[src/rtl/ctl_round_pkg.sv]
// ctl_round_pkg -- shared definitions for the duck-hunt round controller.
//   state_t      : round FSM state, also exported on the debug 'state' port
//   bcd_digit_t  : one packed BCD digit
//   bin_to_bcd2  : constant helper turning a small integer into two BCD digits
package ctl_round_pkg;

  typedef enum logic [2:0] {
    IDLE      = 3'd0,
    LAUNCH    = 3'd1,
    FLYING    = 3'd2,
    WAVE_END  = 3'd3,
    GAME_OVER = 3'd4
  } state_t;

  typedef logic [3:0] bcd_digit_t;

  function automatic logic [7:0] bin_to_bcd2(input int v);
    return {4'((v / 10) % 10), 4'(v % 10)};
  endfunction

endpackage

[src/rtl/bcd_counter.sv]
// bcd_counter -- combinational saturating BCD adder for small increments.
//   i_val : packed BCD value, DIGITS digits
//   i_inc : amount to add (0..4)
//   o_sum : i_val + i_inc in BCD, clamped at all nines
module bcd_counter
  import ctl_round_pkg::*;
#(
  parameter int DIGITS = 2
) (
  input  logic [4*DIGITS-1:0] i_val,
  input  logic [2:0]          i_inc,
  output logic [4*DIGITS-1:0] o_sum
);

  localparam logic [4*DIGITS-1:0] ALL_NINES = {DIGITS{4'h9}};

  // Single BCD +1 with ripple carry; all nines is a fixed point.
  function automatic logic [4*DIGITS-1:0] inc_one(input logic [4*DIGITS-1:0] v);
    logic [4*DIGITS-1:0] r;
    logic                carry;
    bcd_digit_t          d;
    r     = v;
    carry = (v != ALL_NINES);
    for (int k = 0; k < DIGITS; k++) begin
      d = v[4*k +: 4];
      if (carry) begin
        if (d == 4'd9) begin
          d = 4'd0;
        end else begin
          d     = d + 4'd1;
          carry = 1'b0;
        end
      end
      r[4*k +: 4] = d;
    end
    return r;
  endfunction

  // At most four ducks can score in one cycle, so the increment is unrolled.
  always_comb begin
    logic [4*DIGITS-1:0] acc;
    acc = i_val;
    for (int k = 0; k < 4; k++) begin
      if (k < int'(i_inc)) acc = inc_one(acc);
    end
    o_sum = acc;
  end

endmodule

[src/rtl/ctl_round.sv]
// ctl_round -- round/wave controller for a light-gun duck game.
//   clk, rst (async, active-low)
//   new_frame    : frame tick, paces the pause between waves
//   start        : level, begins a round from IDLE or GAME_OVER
//   shot_fired   : trigger pulse; hit[] is qualified by it
//   hit, duck_escaped : per-duck pulses
//   duck_launch  : per-duck pulse at wave start
//   duck_flee    : live ducks once the gun is empty
//   score_bcd, ammo_bcd, wave_bcd, game_over, state : registered status
module ctl_round
  import ctl_round_pkg::*;
#(
  parameter int N_DUCKS         = 2,
  parameter int AMMO_PER_WAVE   = 3,
  parameter int WAVES_PER_ROUND = 10,
  parameter int MISS_LIMIT      = 5,
  parameter int PAUSE_FRAMES    = 60,
  parameter int SCORE_DIGITS    = 2
) (
  input  logic                      clk,
  input  logic                      rst,
  input  logic                      new_frame,
  input  logic                      start,
  input  logic                      shot_fired,
  input  logic [N_DUCKS-1:0]        hit,
  input  logic [N_DUCKS-1:0]        duck_escaped,
  output logic [N_DUCKS-1:0]        duck_launch,
  output logic [N_DUCKS-1:0]        duck_flee,
  output logic [4*SCORE_DIGITS-1:0] score_bcd,
  output logic [3:0]                ammo_bcd,
  output logic [7:0]                wave_bcd,
  output logic                      game_over,
  output logic [2:0]                state
);

  localparam logic [N_DUCKS-1:0] ALL_DUCKS  = '1;
  localparam logic [7:0]         LAST_WAVE  = bin_to_bcd2(WAVES_PER_ROUND);
  localparam logic [3:0]         AMMO_INIT  = 4'(AMMO_PER_WAVE);
  localparam logic [7:0]         MISS_MAX   = 8'(MISS_LIMIT);
  localparam int                 PAUSE_W    = (PAUSE_FRAMES > 1) ? $clog2(PAUSE_FRAMES) : 1;
  localparam logic [PAUSE_W-1:0] PAUSE_LAST = PAUSE_W'(PAUSE_FRAMES - 1);

  state_t                    r_state;
  logic [N_DUCKS-1:0]        r_alive;
  logic [N_DUCKS-1:0]        r_launch;
  logic [N_DUCKS-1:0]        r_flee;
  logic [4*SCORE_DIGITS-1:0] r_score;
  logic [3:0]                r_ammo;
  logic [7:0]                r_wave;
  logic [7:0]                r_misses;
  logic [PAUSE_W-1:0]        r_pause;
  logic                      r_game_over;

  logic                      w_shot_ok;
  logic [N_DUCKS-1:0]        w_hit_q;
  logic [N_DUCKS-1:0]        w_esc_q;
  logic [N_DUCKS-1:0]        w_alive_nx;
  logic [3:0]                w_ammo_nx;
  logic [2:0]                w_hit_cnt;
  logic [2:0]                w_esc_cnt;
  logic [7:0]                w_miss_sum;
  logic [7:0]                w_miss_nx;
  logic [4*SCORE_DIGITS-1:0] w_score_nx;
  logic [7:0]                w_wave_nx;

  function automatic logic [2:0] popcnt(input logic [N_DUCKS-1:0] v);
    logic [2:0] c;
    c = '0;
    for (int k = 0; k < N_DUCKS; k++) c = c + {2'b00, v[k]};
    return c;
  endfunction

  // A hit only counts on a live duck with a shot that actually left the gun;
  // a hit on the same duck masks its escape so no miss is charged.
  assign w_shot_ok  = shot_fired && (r_ammo != 4'd0);
  assign w_hit_q    = hit & r_alive & {N_DUCKS{w_shot_ok}};
  assign w_esc_q    = duck_escaped & r_alive & ~w_hit_q;
  assign w_alive_nx = r_alive & ~(w_hit_q | w_esc_q);
  assign w_ammo_nx  = w_shot_ok ? (r_ammo - 4'd1) : r_ammo;
  assign w_hit_cnt  = popcnt(w_hit_q);
  assign w_esc_cnt  = popcnt(w_esc_q);
  assign w_miss_sum = r_misses + {5'b0, w_esc_cnt};
  assign w_miss_nx  = (w_miss_sum >= MISS_MAX) ? MISS_MAX : w_miss_sum;

  bcd_counter #(.DIGITS(SCORE_DIGITS)) u_score_inc (
    .i_val (r_score),
    .i_inc (w_hit_cnt),
    .o_sum (w_score_nx)
  );

  bcd_counter #(.DIGITS(2)) u_wave_inc (
    .i_val (r_wave),
    .i_inc (3'd1),
    .o_sum (w_wave_nx)
  );

  always_ff @(posedge clk or negedge rst) begin
    if (!rst) begin
      r_state     <= IDLE;
      r_alive     <= '0;
      r_launch    <= '0;
      r_flee      <= '0;
      r_score     <= '0;
      r_ammo      <= '0;
      r_wave      <= '0;
      r_misses    <= '0;
      r_pause     <= '0;
      r_game_over <= 1'b0;
    end else begin
      r_launch <= '0;
      case (r_state)
        IDLE, GAME_OVER: begin
          if (start) begin
            r_state     <= LAUNCH;
            r_score     <= '0;
            r_misses    <= '0;
            r_wave      <= 8'h01;
            r_launch    <= ALL_DUCKS;
            r_alive     <= ALL_DUCKS;
            r_ammo      <= AMMO_INIT;
            r_game_over <= 1'b0;
          end
        end
        LAUNCH: r_state <= FLYING;
        FLYING: begin
          r_alive  <= w_alive_nx;
          r_ammo   <= w_ammo_nx;
          r_score  <= w_score_nx;
          r_misses <= w_miss_nx;
          if (w_alive_nx == '0) begin
            r_state <= WAVE_END;
            r_flee  <= '0;
          end else begin
            // flee mirrors the post-update alive mask once the gun is empty
            r_flee <= (w_ammo_nx == 4'd0) ? w_alive_nx : '0;
          end
        end
        WAVE_END: begin
          if (new_frame) begin
            if (r_pause == PAUSE_LAST) begin
              r_pause <= '0;
              if (r_wave == LAST_WAVE || r_misses >= MISS_MAX) begin
                r_state     <= GAME_OVER;
                r_game_over <= 1'b1;
              end else begin
                r_state  <= LAUNCH;
                r_wave   <= w_wave_nx;
                r_launch <= ALL_DUCKS;
                r_alive  <= ALL_DUCKS;
                r_ammo   <= AMMO_INIT;
              end
            end else begin
              r_pause <= r_pause + 1'b1;
            end
          end
        end
        default: r_state <= IDLE;
      endcase
    end
  end

  assign state       = r_state;
  assign duck_launch = r_launch;
  assign duck_flee   = r_flee;
  assign score_bcd   = r_score;
  assign ammo_bcd    = r_ammo;
  assign wave_bcd    = r_wave;
  assign game_over   = r_game_over;

endmodule

[config.mk]
export PLATFORM = sky130hd
export DESIGN_NAME = ctl_round
export DESIGN_NICKNAME = d
export VERILOG_FILES = /design/src/rtl/ctl_round_pkg.sv /design/src/rtl/bcd_counter.sv /design/src/rtl/ctl_round.sv
export SDC_FILE = /design/constraint.sdc
export NUM_CORES = 1
export LEC_CHECK = 0
export BUFFER_PORTS_ARGS = -buffer_cell sky130_fd_sc_hd__buf_2
export CAP_MARGIN = 20
export CORE_ASPECT_RATIO = 1.25
export CORE_MARGIN = 2
export CORE_UTILIZATION = 45
export CTS_CLUSTER_SIZE = 12
export DETAILED_ROUTE_END_ITERATION = 8
export GPL_ROUTABILITY_DRIVEN = 0
export GPL_TIMING_DRIVEN = 0
export HOLD_SLACK_MARGIN = 0.03
export PLACE_DENSITY_LB_ADDON = 0.1
export SKIP_LAST_GASP = 1
export SYNTH_ARGS = -nofsm -noshare
export SYNTH_HDL_FRONTEND = slang
export SYNTH_SLANG_ARGS = --single-unit
[constraint.sdc]
create_clock -name clk -period 3.3 [get_ports clk]
set_input_delay 0.33 -clock clk [delete_from_list [all_inputs] [get_ports clk]]
set_output_delay 0.33 -clock clk [all_outputs]
set_load 0.01 [all_outputs]
### Yosys cells after proc, flatten, opt, wreduce, memory -nomap -nowiden

Cells that the tools add are included.

* flip-flop bits (word level): 44
* input port bits: 9
* output and inout port bits: 28
* logic and storage cells: 163

* $add $sub $neg: 15
* order comparisons: 6
* equal/unequal tests: 29
* mux-type cells: 77
* bitwise operators: 8
* reductions and logical operators: 17

Operators by type and width (number)
* $mux 4: 25
* $mux 8: 10
* $pmux 8 s2: 3
* $add 4x1->4 const B: 10
* $eq 4x4->1 const B: 10
* $ne 8x8->1 const B: 5
* $mux 2: 10
* $mux 1: 18
* $ge 8x3->1 const B: 2
* $mux 3: 5
* $ne 2x2->1 const B: 6
* $pmux 3 s4: 1
* $pmux 4 s3: 1
* $reduce_and 6->1: 2
* $and 2x2->2: 5
* $reduce_and 5->1: 2
* $add 8x2->8: 1
* $eq 8x5->1 const B: 1
* $add 6x1->6 const B: 1
* $eq 3x2->1 const B: 2
* $eq 6x6->1 const B: 1
* $mux 6: 1
* $pmux 2 s3: 1
* $add 1x1->2: 2
* other kinds (21): 27

### Depth between registers and ports, before layout

Gate-level depths: netlist of the first run.

* depth in word-level cells: 27
* gate-level depth with buffers: 15
* depth with buffers taken out: 15

### Cells and area by module

From an unflattened synthesis of the first run, not the netlist that was laid out.

* cells, all modules: 654
* area total of the unflattened synthesis: 5360.1 sq um

Modules (own cells, without submodules)
* bcd_counter: times used 2, cells each 215, area an instance 1534.0 sq um
* ctl_round: times used 1, cells each 224, area an instance 2292.2 sq um

### Worst setup path before layout of the first run

Ideal clock, no wire load.

* path kind: register to register
* from: reg r_ammo[0] (netlist: ammo_bcd[0])
* to: reg r_misses[2]
* setup time: 104 ps
* arrival time: 2899 ps
* path slack: 297 ps
* cell stages (with the launch flop): 15
* path buffers: 0
* clock period less this slack: 3003 ps
* path through: dfrtp_1 > inv_1 > ha_1 > or3b_4 > nand3_1 > nand3_1 > fa_1 > inv_1 > ha_1 > and2_1 > nand2_1 > a21oi_1 > a2bb2oi_1 > o31ai_1 > a221oi_1

* cells in the longest elaborated chain, start to end: 10

RTL lines
* start: declaration: RTL line ctl_round.sv:48 `logic [3:0] r_ammo;`
* start signal: assignment: RTL line ctl_round.sv:127 `r_ammo <= w_ammo_nx;`
* $reduce_bool 4->1 (*): RTL line ctl_round.sv:75 `assign w_shot_ok = shot_fired && (r_ammo != 4'd0);`
* $logic_and 1x1->1 (*): RTL line ctl_round.sv:75
* $and 2x2->2 (*): RTL line ctl_round.sv:76 `assign w_hit_q = hit & r_alive & {N_DUCKS{w_shot_ok}};`
* $not 2->2 (*): RTL line ctl_round.sv:77 `assign w_esc_q = duck_escaped & r_alive & ~w_hit_q;`
* $and 2x2->2 (*): RTL line ctl_round.sv:77
* $add 1x1->2 (*): RTL line ctl_round.sv:69 `for (int k = 0; k < N_DUCKS; k++) c = c + {2'b00, v[k]};`
* $add 8x2->8 (*): RTL line ctl_round.sv:82 `assign w_miss_sum = r_misses + {5'b0, w_esc_cnt};`
* $ge 8x3->1: RTL line ctl_round.sv:83 `assign w_miss_nx = (w_miss_sum >= MISS_MAX) ? MISS_MAX : w_miss_sum;`
* $mux 8 (*): RTL line ctl_round.sv:83
* $pmux 8 s2 (*): RTL line ctl_round.sv:111 `case (r_state)`
* end signal: assignment: RTL line ctl_round.sv:129 `r_misses <= w_miss_nx;`
* end: declaration: RTL line ctl_round.sv:50 `logic [7:0] r_misses;`

Mark *: on every way between the ends. The rest lies on a longest branch, timed or not.
A chain may end at the register's enable or synchronous reset.

### Worst setup path after layout of the first run

* from: reg r_ammo[1] (netlist: ammo_bcd[1])
* to: reg r_misses[2]

The elaborated chain is that of the path after synthesis.

==> results.txt, run 1 <==
The clock latency at the later pin of the worst-skew pair came out at roughly 0.3 ns. The clock edge transition at the registers on the reported setup and hold paths came out at ~0.08 ns. The fraction of power consumed by the clock network is between 20% and 30%. STA classifies the critical path endpoint as a flip-flop. The sequential-to-total area share from yosys stat is 36.80%. The synthesis-to-finish area growth came out at 17.07%. The data required time at the worst endpoint is between 3 and 4 ns. The overall fraction of global-route tracks in use came out at between 20 and 25%. The post-synth design cell area is 2924 µm². The leakage power came out at approximately 0.0016 µW. The post-DP HPWL came out at about 5.0 mm. The port buffer count came out at 35. The most used flip-flop cell after synthesis is sky130_fd_sc_hd__dfrtp_1. The number of max-capacitance violations reported came out at 0.

The power share of the sequential group came out at about a third. The fraction of post-synthesis cell area in the top cell type by area came out at between 30% and 40%. The slowest stage of the critical path is the sky130_fd_sc_hd__or3b_4 cell. The type of the worst setup path is reg -> reg. The count of mapped cells out of synthesis is roughly 320. The area of the multi-input gates is about 1800 µm². The finished layout holds roughly 460 standard cells, fillers aside. The floorplan die area is 7163 µm².

The transition time at the pin with the least slew margin is 0.7744 ns. The kind of cell with the highest combined delay along the critical path is simple AND/OR/NAND/NOR gates. The count of pins over their slew limit is 0. Once detail routing completed, the nets flagged for antenna violations numbered 0. The initial antenna violation count is 0. The stage delay of the slowest cell on the critical path came out at 0.42 ns. Setup slack on the worst reg-to-reg path comes out at 0.22 ns. The maximum operating frequency is roughly 330 MHz. The per-cell routed wire length came out at 15.04 µm. The number of detailed-route iterations in the first pass came out at 4. The net count of the finished layout is approximately 390. The number of nets produced by synthesis is 348. The most area-hungry cell type in the Yosys netlist is sky130_fd_sc_hd__dfrtp_1.

The final global-route overflow total is 0. The flow ran to the end, and the final reports show no timing, DRC or antenna violations. The total area inside the core boundary comes to ~6200 µm². The number of H-tree branching levels is 2. The internal power of the cells totals 1420 µW.

The chip height is roughly 94 µm. The total I/O pin count is 37. The design draws between 2000 and 2500 µW. The pin count of the biggest net entering global routing came out at 44. The number of enable flip-flop cells after synthesis is 0.

The routed wire length came out at between 6 and 7 mm. The most numerous cell type found on the critical path is sky130_fd_sc_hd__nand3_1. The final-report setup violation count is 0. In this run, CTS created clock tree buffers numbering 5. The count of buffering cells on the critical path with inverters included came out at 2. The fraction of layout instances using a drive strength above 1 is between 20% and 30%. The wire length of the first global-routing pass came out at roughly 12 mm. By area the synthesized netlist is led by sky130_fd_sc_hd__dfrtp_1 37%, sky130_fd_sc_hd__ha_1 6.4%, sky130_fd_sc_hd__nand2_1 4.1%, sky130_fd_sc_hd__inv_1 2.8%, sky130_fd_sc_hd__nand3_1 2.7%. In this run the deepest clock path goes through 2 buffers.

The sink count of the clock tree is between 40 and 50. The starting utilization of the core area is 46.81%. The fill cell total of the finished layout is about 630.

The floorplan die width is between 70 and 80 µm. The root buffer cell chosen for the clock tree is sky130_fd_sc_hd__clkbuf_8. Across the VDD grid, the largest voltage drop is roughly 0.34 mV.

The remaining design rule violation count came out at 0. The routed via count came out at 2563. The worst setup path is launched from a flip-flop. The number of DRC violations after detailed-routing iteration 0 is 79.

The number of hold violations in the final report came to 0. The via density per instance came out at ~5.6. For the worst setup path, the data arrival time is between 3 and 4 ns. The signal on the critical path passes through inv_1 > ha_4 > or3b_4 > nand3_1 > nand3_1 > fa_2 > inv_2 > ha_2 > and2_1 > nand2_2 > nor3_2 > a21oi_2 > a2bb2oi_2 > o31ai_1 > a221oi_1. The mean cell area of the mapped netlist is slightly above 9 µm². The number of cells in the design after placement came out at around 440.

The worst hold path belongs to the class in -> reg. The number of warnings printed during yosys synthesis came out at 0. The count of inserted antenna diode cells came out at 0. The register bit total from synthesis is between 40 and 50.

The max-slew headroom at the worst pin is about half. The total net switching power came out at ~1000 µW. Registers take roughly 1100 µm². For the final database, setup skew stands at between 0.004 and 0.005 ns. Sorting the synthesized cells by how often they occur yields 43 x sky130_fd_sc_hd__dfrtp_1, 32 x sky130_fd_sc_hd__nand2_1, 22 x sky130_fd_sc_hd__inv_1, 20 x sky130_fd_sc_hd__nor2_1. The proportion of register bits with asynchronous set or reset after synthesis came out at 100.0%. The clock tree from TritonCTS is done. Net switching is a little over two fifths of the power. The total number of placement rows is 32. In this run, the combinational gates consume a little under half of the power. The synthesized netlist contains 70 unique library cells. sky130_fd_sc_hd__dfrtp_1 is the most common cell in the netlist. The power per cell area is 710.3 nW/µm². The via count of the first global-routing pass is between 2000 and 3000. The highest fanout seen on the critical path is 5. The period utilization is approximately 93%. The post-route minimum period came out at 3.076 ns.
[worst paths after layout]
path                       depth (start not counted)             from      endpoint
max                                               15      ammo_bcd[1]   r_misses[2]
min                                                2  duck_escaped[0]  duck_flee[0]
max reg2reg                                       15      ammo_bcd[1]   r_misses[2]
min reg2reg                                        2     duck_flee[0]  duck_flee[0]
max in group asynchronous                          3              rst  score_bcd[3]
min in group asynchronous                          2              rst      state[1]
[layout by cell type (no fill, tap or decap), types with 3 or more instances in the layout]
master and count:
sky130_fd_sc_hd__nand3_1 16, sky130_fd_sc_hd__nand2_1 31, sky130_fd_sc_hd__nor4_1 4, sky130_fd_sc_hd__or3_1 3
sky130_fd_sc_hd__inv_1 20, sky130_fd_sc_hd__clkbuf_1 4, sky130_fd_sc_hd__nor2b_1 6, sky130_fd_sc_hd__nand4_1 6
sky130_fd_sc_hd__a21o_1 8, sky130_fd_sc_hd__and2_1 4, sky130_fd_sc_hd__dfrtp_1 43, sky130_fd_sc_hd__ha_1 13
sky130_fd_sc_hd__nor2_1 20, sky130_fd_sc_hd__o21ai_0 16, sky130_fd_sc_hd__or4_1 3, sky130_fd_sc_hd__buf_2 36
sky130_fd_sc_hd__nor3_1 10, sky130_fd_sc_hd__xnor2_1 9, sky130_fd_sc_hd__nand4b_1 3, sky130_fd_sc_hd__o31ai_1 5
sky130_fd_sc_hd__a21oi_1 13, sky130_fd_sc_hd__o21a_1 4, sky130_fd_sc_hd__buf_4 5, sky130_fd_sc_hd__nand3b_1 4
sky130_fd_sc_hd__o21ai_1 4, sky130_fd_sc_hd__nand2b_1 3, sky130_fd_sc_hd__clkbuf_8 5, sky130_fd_sc_hd__and3_1 6
sky130_fd_sc_hd__a22o_1 3
[power groups by stage]
stage                     clock network [µW]  logic, µW  registers, µW
after floorplan                            0        747            838
after global placement                     0       1050            835
after detailed placement                   0       1060            840
after CTS                                505       1060            830
after global routing                     524       1240            856
final                                    493       1110            830
[logic make-up (layout without fill, tap and decap cells)]
group	Yosys count	count (layout)	synth area share (%)
flops	43	43	36.80
xor+xnor	9	9	2.696
fa+ha+maj	16	16	7.103
buf+inv	30	77	4.493
compound gates	84	84	20.71
mux	4	4	1.583
simple gates	137	137	26.62
[final cells by class]
class,count,share of cell area (%)
Sequential cell,43,31.43
Buffer,8,1.425
Inverter,22,2.412
Timing Repair Buffer,39,6.433
Tap cell,85,3.107
Clock inverter,2,1.754
Clock buffer,6,2.120
Multi-Input combinational cell,250,51.32
[worst reg2reg max path, delay by kind of cell, from the launching register on]
| family | cells | cell delay [ns] |
|---|---|---|
| AOI/OAI and AO/OA | 4 | 0.57 |
| adders and majority gates | 3 | 0.73 |
| and+or+nand+nor | 6 | 1.06 |
| buffers and inverters | 2 | 0.19 |
| DFF | 1 | 0.41 |
[per-stage QoR]
| stage | worst slack, ns | setup TNS [ns] | hold slack, ns | utilization, % | instance area (µm²) |
|---|---|---|---|---|---|
| floorplan | 0.2972 | 0 | 0.03441 | - | 2924 |
| global placement | 0.09918 | 0 | 0.4634 | 51.32 | 3206 |
| detailed placement | 0.01940 | 0 | 0.4612 | 51.32 | 3206 |
| CTS | 0.05751 | 0 | 0.2241 | 53.55 | 3344 |
| global route | -0.01315 | -0.01315 | 0.2746 | 54.81 | 3423 |
| finish | 0.2239 | 0 | 0.2530 | 54.81 | 3423 |
[timing repair]
action                                  4_1_cts  5_1_grt
hold endpoints to repair                      0       13
endpoints found under the setup margin        1        3
setup buffers                                 0        2
pin swaps                                     0        4
gates resized for setup                       1       10
hold buffers                                  0        1
[routing by layer]
layer  track usage, %  wire (µm)  share of wire (%)
met4            6.970         75                1.1
met5                0          0                  0
met2            38.17       3524                 51
met1            23.32       3064                 45
met3            3.077        180                2.6
[registers in the layout (all words and copies together), names as in the netlist, 2 cells and up]
signal and flops:
ammo_bcd 4, duck_flee 2, r_alive 2, r_misses 8, r_pause 6, score_bcd 8
state 3, wave_bcd 8
Note: power is estimated with default switching activity, not from simulation.
==> inputs of run 2 (changes only) <==
--- a/config.mk
+++ b/config.mk
@@ -16,6 +16,7 @@
 export GPL_TIMING_DRIVEN = 0
 export HOLD_SLACK_MARGIN = 0.03
 export PLACE_DENSITY_LB_ADDON = 0.1
+export RECOVER_POWER = 50
 export SKIP_LAST_GASP = 1
 export SYNTH_ARGS = -nofsm -noshare
 export SYNTH_HDL_FRONTEND = slang
==> results.txt, run 2 (synthesis gave the netlist of run 1 again) <==
The number of buffers between clock root and the deepest sink came out at 2. The wire length of the first global-routing pass is between 10 and 15 mm. STA classifies the critical path endpoint as a flip-flop. The routed wire length came out at about 6.9 mm.

The transition time at the pin with the least slew margin came out at approximately 1.7 ns. The number of DRC violations after detailed-routing iteration 0 is 85. Headroom to the max-slew limit came out at -10.03%. The routed via count is 2560.

The worst hold path class is in -> reg. Across the run, the number of max-cap violations was 1. The final-report setup violation count came out at 0. The pin count of the biggest net entering global routing is 44. The worst setup path is launched from a flip-flop.

The share of the core filled with cells came out at about 54%. Clock tree synthesis found a total of 43 sinks. The buffer type at the clock tree root is sky130_fd_sc_hd__clkbuf_8. The worst hold path startpoint is duck_escaped[0]. The clock edge transition at the registers on the reported setup and hold paths is roughly 0.080 ns. The initial antenna violation count is 0.

The highest fanout seen on the critical path came out at 5. Dividing the final minimum period by the clock period gives roughly 93%. The first TritonRoute pass finished after 4 iterations.

The post-route minimum period is approximately 3 ns. The count of pins over their slew limit came to 31. The data arrival time of the critical path came out at roughly 3.2 ns. The flow ran to the end, but the final reports show violations. The data required time at the worst endpoint is around 3.5 ns.

Counting the buffers created by CTS gives 5. In the final routed layout, each cell accounts on average for around 15 µm. The post-DP HPWL is between 4 and 5 mm. The port buffer count is 35. The depth of the worst register-to-register path is 15.

By startpoint and endpoint, the worst setup path is classified as reg -> reg. The clock reaches the later pin of the worst-skew pair after roughly 0.30 ns. TritonCTS built the clock tree. The leakage power is around 0.0015 µW. The worst flop-to-flop path startpoint is ammo_bcd[1]. The final setup skew is approximately 0.0046 ns.

The number of H-tree branching levels came out at 2. The remaining design rule violation count is 0. The critical path launch point is ammo_bcd[1].

The filler-free cell count of the finished design is approximately 460. The worst hold path cell count came out at 2. The total I/O pin count is 37. The via count of the first global-routing pass came out at 2564.

Cells with a size suffix above 1 make up 17.03% of the layout. In the layout the commonest cells are 43 x sky130_fd_sc_hd__dfrtp_1, 31 x sky130_fd_sc_hd__nand2_1, 21 x sky130_fd_sc_hd__buf_2. The overall fraction of global-route tracks in use is about 20%.

The floorplan die area came out at 7163 µm². The chip height is between 90 and 100 µm. The starting utilization of the core area is between 40% and 50%. The total number of placement rows is 32. The worst voltage drop across the vdd grid is roughly 0.34 mV. The count of inserted antenna diode cells is 0. After detailed placement, the design holds a cell count of roughly 440.

The via density per instance came out at between 5 and 6. Power spread over the standard cell area amounts to between 700 and 800 nW/µm². Leaving out fill and tap cells, the most frequent cell in the layout is sky130_fd_sc_hd__dfrtp_1. After global routing the overflow that remains totals 0. The synthesis-to-finish area growth came out at 15.88%.

The number of hold violations in the final report was 0. The final reports fail on capacitance limit, slew limit. After the last flow step, the layout net total stands at 394. The remaining number of nets flagged by the antenna check after routing is 0.

The floorplan step defined a core boundary enclosing roughly 6200 µm². The floorplan die width is about 76 µm. For this run, the top clock speed supported by timing is around 330 MHz.
run 2: cell types whose count changed in the layout (fill, tap and decap cells not counted), sizes merged:
cell    previous run  this run
buf               42        26
clkbuf             9        25
run 2: cell type report:
cell class	instances	area (µm²)
fillers	646	2858
clock inverters	2	60.06
flip-flops and latches	43	1076
inverters	22	82.58
clock buffers	6	72.57
plain buffers	8	48.80
repair buffers	39	185.2
well taps	85	106.4
multi-input cells	250	1757
run 2: critical path, cell delays in order (launching register included):
cell and delay [ns]:
sky130_fd_sc_hd__dfrtp_1 0.41, sky130_fd_sc_hd__inv_1 0.12, sky130_fd_sc_hd__ha_4 0.16, sky130_fd_sc_hd__or3b_4 0.42, sky130_fd_sc_hd__nand3_1 0.13, sky130_fd_sc_hd__nand3_1 0.12
sky130_fd_sc_hd__fa_2 0.38, sky130_fd_sc_hd__inv_2 0.07, sky130_fd_sc_hd__ha_2 0.19, sky130_fd_sc_hd__and2_1 0.16, sky130_fd_sc_hd__nand2_2 0.09, sky130_fd_sc_hd__nor3_2 0.14
sky130_fd_sc_hd__a21oi_2 0.05, sky130_fd_sc_hd__a2bb2oi_2 0.18, sky130_fd_sc_hd__o31ai_1 0.22, sky130_fd_sc_hd__a221oi_1 0.12
run 2: power breakdown:
part           switching (µW)  internal (µW)  total (µW)
sequential                172            658         831
combinational             650            451        1100
clock                     190            303         493
run 2: final timing paths:
| kind | to | slack, ns |
|---|---|---|
| max | r_misses[2] | 0.22 |
| min reg2reg | duck_flee[0] | 0.48 |
| max in group asynchronous | score_bcd[3] | 0.71 |
| max reg2reg | r_misses[2] | 0.22 |
| min in group asynchronous | state[1] | 0.61 |
| min | duck_flee[0] | 0.25 |
run 2: repair_timing:
item,in CTS,in global routing
endpoints found under the hold margin,0,13
pin swaps,0,4
hold buffers,0,1
buffers inserted,0,2
setup endpoints to repair,1,3
resized for setup,1,10
run 2: metrics by stage:
step / power [µW] / TNS [ns] / hold WS [ns] / setup slack [ns] / area, µm²
after global routing: 2615 / -0.01315 / 0.2746 / -0.01315 / 3388
after CTS: 2401 / 0 / 0.2241 / 0.05751 / 3344
after detailed placement: 1901 / 0 / 0.4612 / 0.01940 / 3206
after global placement: 1881 / 0 / 0.4634 / 0.09918 / 3206
final: 2424 / 0 / 0.2531 / 0.2243 / 3388
after floorplan: 1585 / 0 / 0.03441 / 0.2972 / 2924
run 2: metal layers:
layer,vias to the layer above,global-route usage (%),wire [µm]
met2,44,38.17,3530
met1,1236,23.32,3068
li1,1275,-,-
met3,5,3.077,188
met5,-,0,0
met4,0,6.970,75
